$ cat src/rtl/addatone_pkg.sv
// Shared types and widths for the additive-synthesis chain (sequencer, sine ROM, adder).
package addatone_pkg;

  localparam int DEFAULT_DIVISOR_BITS = 11;
  localparam int SAMPLE_BITS          = 16;
  localparam int ACC_BITS             = 32;

  typedef enum logic [2:0] {
    IDLE   = 3'd0,
    CLEAR  = 3'd1,
    LOOKUP = 3'd2,
    ISSUE  = 3'd3,
    SETTLE = 3'd4,
    WAIT   = 3'd5,
    FINISH = 3'd6
  } state_t;

endpackage

$ cat src/rtl/sine_lut.sv
// Registered sine ROM: one full cycle over 2**LUT_ADDR_BITS entries, 16-bit signed, 1-cycle read latency.
// Each half-cycle is a parabola u*(H-u) scaled to peak at 32767.
module sine_lut
  import addatone_pkg::*;
#(
  parameter int LUT_ADDR_BITS = 10
) (
  input  logic                          i_Clock,
  input  logic                          i_Reset_n,
  input  logic                          i_En,
  input  logic [LUT_ADDR_BITS-1:0]      i_Addr,
  output logic signed [SAMPLE_BITS-1:0] o_Data
);

  localparam logic [LUT_ADDR_BITS-1:0] HALF_TURN  = {1'b1, {(LUT_ADDR_BITS-1){1'b0}}};
  localparam int                       PEAK_SHIFT = 2*LUT_ADDR_BITS - 4;
  localparam logic [SAMPLE_BITS-1:0]   PEAK       = 16'h7FFF;

  logic signed [SAMPLE_BITS-1:0] r_data;

  function automatic logic signed [SAMPLE_BITS-1:0] sine_at(input logic [LUT_ADDR_BITS-1:0] addr);
    logic [LUT_ADDR_BITS-1:0] pos;
    logic [LUT_ADDR_BITS-1:0] span;
    logic [63:0]              mag;
    logic [SAMPLE_BITS-1:0]   clipped;
    pos     = {1'b0, addr[LUT_ADDR_BITS-2:0]};
    span    = HALF_TURN - pos;
    mag     = ((64'(pos) * 64'(span)) << (SAMPLE_BITS-1)) >> PEAK_SHIFT;
    clipped = (mag > 64'(PEAK)) ? PEAK : mag[SAMPLE_BITS-1:0];
    sine_at = addr[LUT_ADDR_BITS-1] ? -$signed(clipped) : $signed(clipped);
  endfunction

  // ROM read register; holds its value while the sequencer is not looking up.
  always_ff @(posedge i_Clock) begin
    if (!i_Reset_n) begin
      r_data <= {SAMPLE_BITS{1'b0}};
    end else if (i_En) begin
      r_data <= sine_at(i_Addr);
    end else begin
      r_data <= r_data;
    end
  end

  assign o_Data = r_data;

endmodule

$ cat src/rtl/harmonic_sequencer.sv
// Harmonic sequencer: on each sample tick clears the adder, issues one scaled-add per harmonic, publishes the mix.
// Build option HARMONIC_SATURATE_EN: clamp the finished mix to 16-bit range instead of wrapping.
module harmonic_sequencer
  import addatone_pkg::*;
#(
  parameter int DIVISOR_BITS  = DEFAULT_DIVISOR_BITS,
  parameter int HARM_BITS     = 6,
  parameter int PHASE_BITS    = 32,
  parameter int LUT_ADDR_BITS = 10,
  parameter int OUT_SHIFT     = 4
) (
  input  logic                          i_Clock,
  input  logic                          i_Reset_n,
  input  logic                          i_Sample_Tick,
  input  logic [PHASE_BITS-1:0]         i_Base_Increment,
  input  logic [HARM_BITS-1:0]          i_Harmonic_Count,
  input  logic [DIVISOR_BITS-1:0]       i_Level_Start,
  input  logic [DIVISOR_BITS-1:0]       i_Level_Decay,
  output logic                          o_Adder_Clear,
  output logic                          o_Adder_Start,
  output logic [DIVISOR_BITS-1:0]       o_Multiple,
  output logic signed [SAMPLE_BITS-1:0] o_Sample,
  input  logic                          i_Adder_Done,
  input  logic signed [ACC_BITS-1:0]    i_Accumulator,
  output logic signed [SAMPLE_BITS-1:0] o_Mix,
  output logic                          o_Mix_Valid,
  output logic                          o_Overrun
);

  localparam logic [HARM_BITS-1:0] HARM_ONE = {{(HARM_BITS-1){1'b0}}, 1'b1};

  state_t r_state;
  state_t w_next_state;

  logic [PHASE_BITS-1:0]         r_fund_phase;
  logic [PHASE_BITS-1:0]         r_h_phase;
  logic [PHASE_BITS-1:0]         r_h_inc;
  logic [PHASE_BITS-1:0]         r_base_inc;
  logic [DIVISOR_BITS-1:0]       r_level;
  logic [DIVISOR_BITS-1:0]       r_decay;
  logic [DIVISOR_BITS-1:0]       r_multiple;
  logic [HARM_BITS-1:0]          r_n;
  logic [HARM_BITS-1:0]          r_count;
  logic                          r_adder_clear;
  logic                          r_adder_start;
  logic                          r_mix_valid;
  logic                          r_overrun;
  logic signed [SAMPLE_BITS-1:0] r_mix;

  logic [PHASE_BITS-1:0]         w_fund_next;
  logic [PHASE_BITS:0]           w_inc_sum;
  logic [DIVISOR_BITS-1:0]       w_level_next;
  logic                          w_nyquist;
  logic                          w_last;
  logic                          w_start_seq;
  logic                          w_step;
  logic                          w_lut_en;
  logic signed [SAMPLE_BITS-1:0] w_lut_data;
  logic signed [SAMPLE_BITS-1:0] w_mix;

  assign w_start_seq  = (r_state == IDLE) && i_Sample_Tick;
  assign w_step       = (r_state == WAIT) && i_Adder_Done;
  assign w_fund_next  = r_fund_phase + i_Base_Increment;
  // The carry bit counts as crossing Nyquist, so a wrapped h_inc never looks small.
  assign w_inc_sum    = {1'b0, r_h_inc} + {1'b0, r_base_inc};
  assign w_nyquist    = w_inc_sum[PHASE_BITS] | w_inc_sum[PHASE_BITS-1];
  assign w_level_next = DIVISOR_BITS'(((2*DIVISOR_BITS)'(r_level) * (2*DIVISOR_BITS)'(r_decay)) >> DIVISOR_BITS);
  assign w_last       = (r_n == r_count) | w_nyquist | (w_level_next == {DIVISOR_BITS{1'b0}});
  assign w_lut_en     = (r_state == LOOKUP);

`ifdef HARMONIC_SATURATE_EN
  localparam logic signed [ACC_BITS-1:0] MIX_MAX = 32'sd32767;
  localparam logic signed [ACC_BITS-1:0] MIX_MIN = -32'sd32768;

  logic signed [ACC_BITS-1:0] w_shifted;
  assign w_shifted = i_Accumulator >>> OUT_SHIFT;

  // Clamp the scaled accumulator into the signed 16-bit output range.
  always_comb begin
    w_mix = {SAMPLE_BITS{1'b0}};
    if (w_shifted > MIX_MAX) begin
      w_mix = 16'sh7FFF;
    end else if (w_shifted < MIX_MIN) begin
      w_mix = 16'sh8000;
    end else begin
      w_mix = $signed(w_shifted[SAMPLE_BITS-1:0]);
    end
  end
`else
  assign w_mix = SAMPLE_BITS'(i_Accumulator >>> OUT_SHIFT);
`endif

  sine_lut #(
    .LUT_ADDR_BITS (LUT_ADDR_BITS)
  ) u_sine_lut (
    .i_Clock   (i_Clock),
    .i_Reset_n (i_Reset_n),
    .i_En      (w_lut_en),
    .i_Addr    (r_h_phase[PHASE_BITS-1 -: LUT_ADDR_BITS]),
    .o_Data    (w_lut_data)
  );

  // State register.
  always_ff @(posedge i_Clock) begin
    if (!i_Reset_n) begin
      r_state <= IDLE;
    end else begin
      r_state <= w_next_state;
    end
  end

  // Next-state logic; the adder's Done is ignored in ISSUE/SETTLE while it is still stale.
  always_comb begin
    w_next_state = r_state;
    case (r_state)
      IDLE:    w_next_state = i_Sample_Tick ? CLEAR : IDLE;
      CLEAR:   w_next_state = (r_count == {HARM_BITS{1'b0}}) ? FINISH : LOOKUP;
      LOOKUP:  w_next_state = ISSUE;
      ISSUE:   w_next_state = SETTLE;
      SETTLE:  w_next_state = WAIT;
      WAIT: begin
        if (i_Adder_Done) begin
          w_next_state = w_last ? FINISH : LOOKUP;
        end else begin
          w_next_state = WAIT;
        end
      end
      FINISH:  w_next_state = IDLE;
      default: w_next_state = IDLE;
    endcase
  end

  // Phase accumulators, harmonic counter and level roll-off.
  always_ff @(posedge i_Clock) begin
    if (!i_Reset_n) begin
      r_fund_phase <= {PHASE_BITS{1'b0}};
      r_h_phase    <= {PHASE_BITS{1'b0}};
      r_h_inc      <= {PHASE_BITS{1'b0}};
      r_base_inc   <= {PHASE_BITS{1'b0}};
      r_level      <= {DIVISOR_BITS{1'b0}};
      r_decay      <= {DIVISOR_BITS{1'b0}};
      r_count      <= {HARM_BITS{1'b0}};
      r_n          <= {HARM_BITS{1'b0}};
    end else if (w_start_seq) begin
      r_fund_phase <= w_fund_next;
      r_h_phase    <= w_fund_next;
      r_h_inc      <= i_Base_Increment;
      r_base_inc   <= i_Base_Increment;
      r_level      <= i_Level_Start;
      r_decay      <= i_Level_Decay;
      r_count      <= i_Harmonic_Count;
      r_n          <= HARM_ONE;
    end else if (w_step) begin
      r_n          <= r_n + HARM_ONE;
      r_h_phase    <= r_h_phase + r_fund_phase;
      r_h_inc      <= w_inc_sum[PHASE_BITS-1:0];
      r_level      <= w_level_next;
    end
  end

  // Output registers, decoded from the state being entered so pulses align with their state.
  always_ff @(posedge i_Clock) begin
    if (!i_Reset_n) begin
      r_adder_clear <= 1'b0;
      r_adder_start <= 1'b0;
      r_multiple    <= {DIVISOR_BITS{1'b0}};
      r_mix_valid   <= 1'b0;
      r_mix         <= {SAMPLE_BITS{1'b0}};
      r_overrun     <= 1'b0;
    end else begin
      r_adder_clear <= (w_next_state == CLEAR);
      r_adder_start <= (w_next_state == ISSUE);
      r_multiple    <= (w_next_state == ISSUE) ? r_level : r_multiple;
      r_mix_valid   <= (r_state == FINISH);
      r_mix         <= (r_state == FINISH) ? w_mix : r_mix;
      r_overrun     <= r_overrun | (i_Sample_Tick && (r_state != IDLE));
    end
  end

  assign o_Adder_Clear = r_adder_clear;
  assign o_Adder_Start = r_adder_start;
  assign o_Multiple    = r_multiple;
  assign o_Sample      = w_lut_data;
  assign o_Mix         = r_mix;
  assign o_Mix_Valid   = r_mix_valid;
  assign o_Overrun     = r_overrun;

endmodule

$ cat config.mk
export PLATFORM = sky130hd
export DESIGN_NAME = harmonic_sequencer
export DESIGN_NICKNAME = d
export VERILOG_FILES = /design/src/rtl/addatone_pkg.sv /design/src/rtl/sine_lut.sv /design/src/rtl/harmonic_sequencer.sv
export SDC_FILE = /design/constraint.sdc
export NUM_CORES = 1
export LEC_CHECK = 0
export CAP_MARGIN = 10
export CELL_PAD_IN_SITES_DETAIL_PLACEMENT = 0
export CELL_PAD_IN_SITES_GLOBAL_PLACEMENT = 1
export CORE_MARGIN = 2
export CORE_UTILIZATION = 46
export CTS_BUF_LIST = sky130_fd_sc_hd__clkbuf_16
export CTS_CLUSTER_SIZE = 30
export DETAILED_ROUTE_END_ITERATION = 8
export PLACE_DENSITY = 0.94
export SLEW_MARGIN = 20
export SYNTH_ARGS = -nofsm -noshare
export SYNTH_HDL_FRONTEND = slang
export SYNTH_HIERARCHICAL = 1
export SYNTH_SLANG_ARGS = --single-unit
$ cat constraint.sdc
create_clock -name i_Clock -period 9.45 [get_ports i_Clock]
set_clock_uncertainty 0.2 [all_clocks]
set_input_delay 1.4175 -clock i_Clock [delete_from_list [all_inputs] [get_ports i_Clock]]
set_output_delay 1.4175 -clock i_Clock [all_outputs]
set_load 0.1 [all_outputs]
==> summary.md <==
| Metric | Value |
|---|---|
| Unrepaired setup endpoints after global routing | `false` |
| Cells after synthesis | `2538` |
| Clk_lat worst skew | `0.58 ns` |
| CTS Sinks | `212` |
| Initial antenna violation count | `3` |
| Run status | `finished, final reports clean` |
| Reg2Reg Depth | `28` |
| WL per Instance | `16.6 microns` |
| Top FF cell, synth | `dfxtp_1` |
| Placed cell count | `3137` |
| CTS Root Cell | `clkbuf_16` |
| Req. time, crit path | `9.73 ns` |
| Routed via count | `17.8k` |
| Ratio of cells with drive above 1 in the final layout | `0.0381` |
| Hold path depth | `2` |
| Final non-filler cell total | `3184` |
| Cts hold-fix bufs | `0` |
| Pre-antenna DRT Iters | `5` |
| Die area | `45500 sq um` |
| Vias per inst | `5.59` |
| Resized cells post-CTS | `0` |
| Yosys reg bits | `212` |
| Post-synthesis mux area share | `0.00465` |
| Leak | `9.70 nW` |
| Top Metal Used | `met5` |
| Critical Path End Type | `register` |
| Worst-Margin Slew | `1.01 ns` |
| DRC marker count from the first detailed-route iteration | `1148` |
| Synth-to-Final Area Change | `12.1%` |
| Hold Path Class | `reg -> reg` |
| Start of the worst register-to-register path | `r_h_phase[23]` |
| WL final | `52700 microns` |
| Synthesis Warnings | `6` |
| Metal3 WL | `2770 microns` |
| HPWL after detailed placement | `39600 microns` |
| CTS H-tree depth | `1` |
| Fin. max-slew vios | `0` |
| Fin crit period | `8.56 ns` |
| Sequential fraction of the synthesis area | `0.211` |
| Post-Synth Adder-Cell Area | `0.264` |
| Initial Util | `0.467` |
| Area of the multi-input gates | `14700 sq um` |
| Overall global routing resource usage | `0.232` |
| Wire length on met2 | `25400 microns` |
| Reg area | `4240 sq um` |
| R2r endpoint | `u_sine_lut/o_Data[14]` |
| Slowest cell on the critical path | `dfxtp_1` |
| Crit share post-route | `0.906` |
| Fillers | `4068` |
| Max-slew headroom | `0.324` |
| Max-Cap Viols | `0` |
| # setup viols final | `0` |
| DRC | `0` |
| Hold-critical path endpoint | `o_Multiple[1]` |
| Post-synth EDFFs | `0` |
| Ranking of synthesized cells by area | `dfxtp_1 (21%), fa_1 (14%), ha_1 (13%), nand2_1 (7.9%), a21oi_1 (6.6%)` |
| Die height | `213 microns` |
| Clk slew on worst S/H paths | `0.06 ns` |
| Synth top area share | `0.211` |
| Compound-cell area share of the yosys netlist | `0.209` |
| Startpoint Class | `register` |
| Crit Path Category | `reg -> reg` |
| Final net count | `3019` |
| Gpl congestion | `0.907` |
| Antenna viol nets, final | `0` |
| FP Rows | `76` |
| Avg Synthesized Cell Area | `7.94 sq um` |
| I/O Buffers | `126` |
| Commonest non-fill, non-tap cell in the layout | `nand2_1` |
| Peak supply drop | `0.000287 V` |
| Largest family of logic cells by synthesized area | `adder cells` |
| Hold Fails Final Rpt | `0` |
| Synth Cell Area | `20200 sq um` |
| GRT Residual Overflow | `0` |
| Vias in the first global route | `17.8k` |
| Core area | `43200 sq um` |
| Beginning of the worst hold path | `o_Multiple[1]` |
| Async S/R FF share, synth | `0` |
| Crit path max fanout | `21` |
| F_max | `117 MHz` |
| Most frequent cells in the layout | `nand2_1 (422), a21oi_1 (265), dfxtp_1 (212)` |
| I/O pins | `143` |
| Post-CTS setup buffer count | `0` |
| Worst path max stage delay | `0.66 ns` |
| Cell taking the most area after synthesis | `dfxtp_1` |
| R2R setup slack | `0.89 ns` |
| Post-synthesis cell type count | `97` |
| CTS Buf Count | `27` |
| Power Dens Cells | `253 nW/um^2` |
| Fin Setup TNS | `0 ns` |
| CTS tree | `built` |
| Die extent in x | `213 microns` |
| DRT met1 WL | `22700 microns` |
| Maximum root-to-sink buffer count | `3` |
| WP data arrival | `8.84 ns` |
| Simple-gate share of the synthesized area | `0.206` |
| First-pass GRT wire length | `86700 microns` |
| Largest net degree at the start of global routing | `89` |
| Post-Synth XOR/XNOR Area | `0.0426` |
==> Yosys cell counts, drive strengths merged (9+ instances only) <==
master,n
a211oi,27
a21o,41
a21oi,268
a221oi,13
a22o,9
a22oi,13
a31oi,18
and2,74
and3,10
buf,18
clkbuf,112
dfxtp,212
fa,139
ha,203
inv,202
nand2,423
nand2b,50
nand3,47
nand4,14
nor2,129
nor2b,42
nor3,43
o211ai,11
o21a,18
o21ai,132
o21bai,14
or2,11
or3,9
xnor2,56
xor2,42
==> state kept, by name, indices dropped and copies added, names as in the netlist, 6 cells and up <==
register,flops
r_base_inc,32
r_fund_phase,32
r_h_inc,32
r_h_phase,32
o_Mix,16
u_sine_lut/o_Data,16
o_Multiple,11
r_decay,11
r_level,11
r_count,6
r_n,6
==> per-stage QoR <==
step           utilization  hold slack, ns  worst slack, ns  total power [mW]  cell area (sq um)
3_5_place_dp         0.505           0.248             1.05              4.69              21800
2_1_floorplan            -           0.240             1.89              3.97              20200
5_1_grt              0.524           0.271            0.426              6.20              22600
6_report             0.524           0.253            0.891              5.72              22600
4_1_cts              0.524           0.256             1.01              5.71              22600
3_3_place_gp         0.505           0.241             1.20              4.59              21800
==> kinds of logic after synthesis <==
| family | count (synthesis) |
|---|---|
| XOR/XNOR | 98 |
| buffers and inverters | 332 |
| adder cells (fa/ha/maj) | 342 |
| multiplexers | 9 |
| AO/OA/AOI/OAI | 653 |
| flip-flops | 212 |
| AND/OR/NAND/NOR | 890 |
| other | 2 |
==> worst max path at each step <==
| stage | from | end | slack [ns] | cells past startpoint |
|---|---|---|---|---|
| after floorplan | r_h_phase[22] | u_sine_lut/o_Data[14] | 1.89 | 31 |
| after global placement | r_h_phase[23] | u_sine_lut/o_Data[14] | 1.20 | 28 |
| after detailed placement | r_h_phase[23] | u_sine_lut/o_Data[14] | 1.05 | 28 |
| after CTS | r_h_phase[23] | u_sine_lut/o_Data[14] | 1.01 | 28 |
| after global routing | r_h_phase[23] | u_sine_lut/o_Data[14] | 0.43 | 28 |
| final | r_h_phase[23] | u_sine_lut/o_Data[14] | 0.89 | 28 |
==> worst max-delay path: cells and delay by family, from the launching register on <==
kind	cells	cell delay, ns
adder cells (fa/ha/maj)	8	3.15
AND/OR/NAND/NOR	10	2.56
AO/OA/AOI/OAI	6	1.62
flip-flops	1	0.66
buffers and inverters	4	0.29
==> metal layers <==
layer  vias up  track usage
met2       429        0.404
met3       100       0.0371
li1       8760            -
met5         -            0
met4         2       0.0836
met1      8493        0.289
==> power by group <==
group	leakage (nW)	switching, mW	internal (mW)
Sequential	1.73	0.159	1.02
Combinational	7.55	2.20	1.35
Clock	0.420	0.417	0.569
Total	9.70	2.78	2.94
==> area by class of cell <==
class	instances	area share
multi-input combinational	2001	0.650
clock buffer	27	0.0299
clock inverter	18	0.00648
antenna	2	0.000221
sequential	212	0.188
tap	585	0.0324
timing repair buffer	137	0.0594
inverter	202	0.0336
No activity file was read; power rests on OpenSTA's default activity.
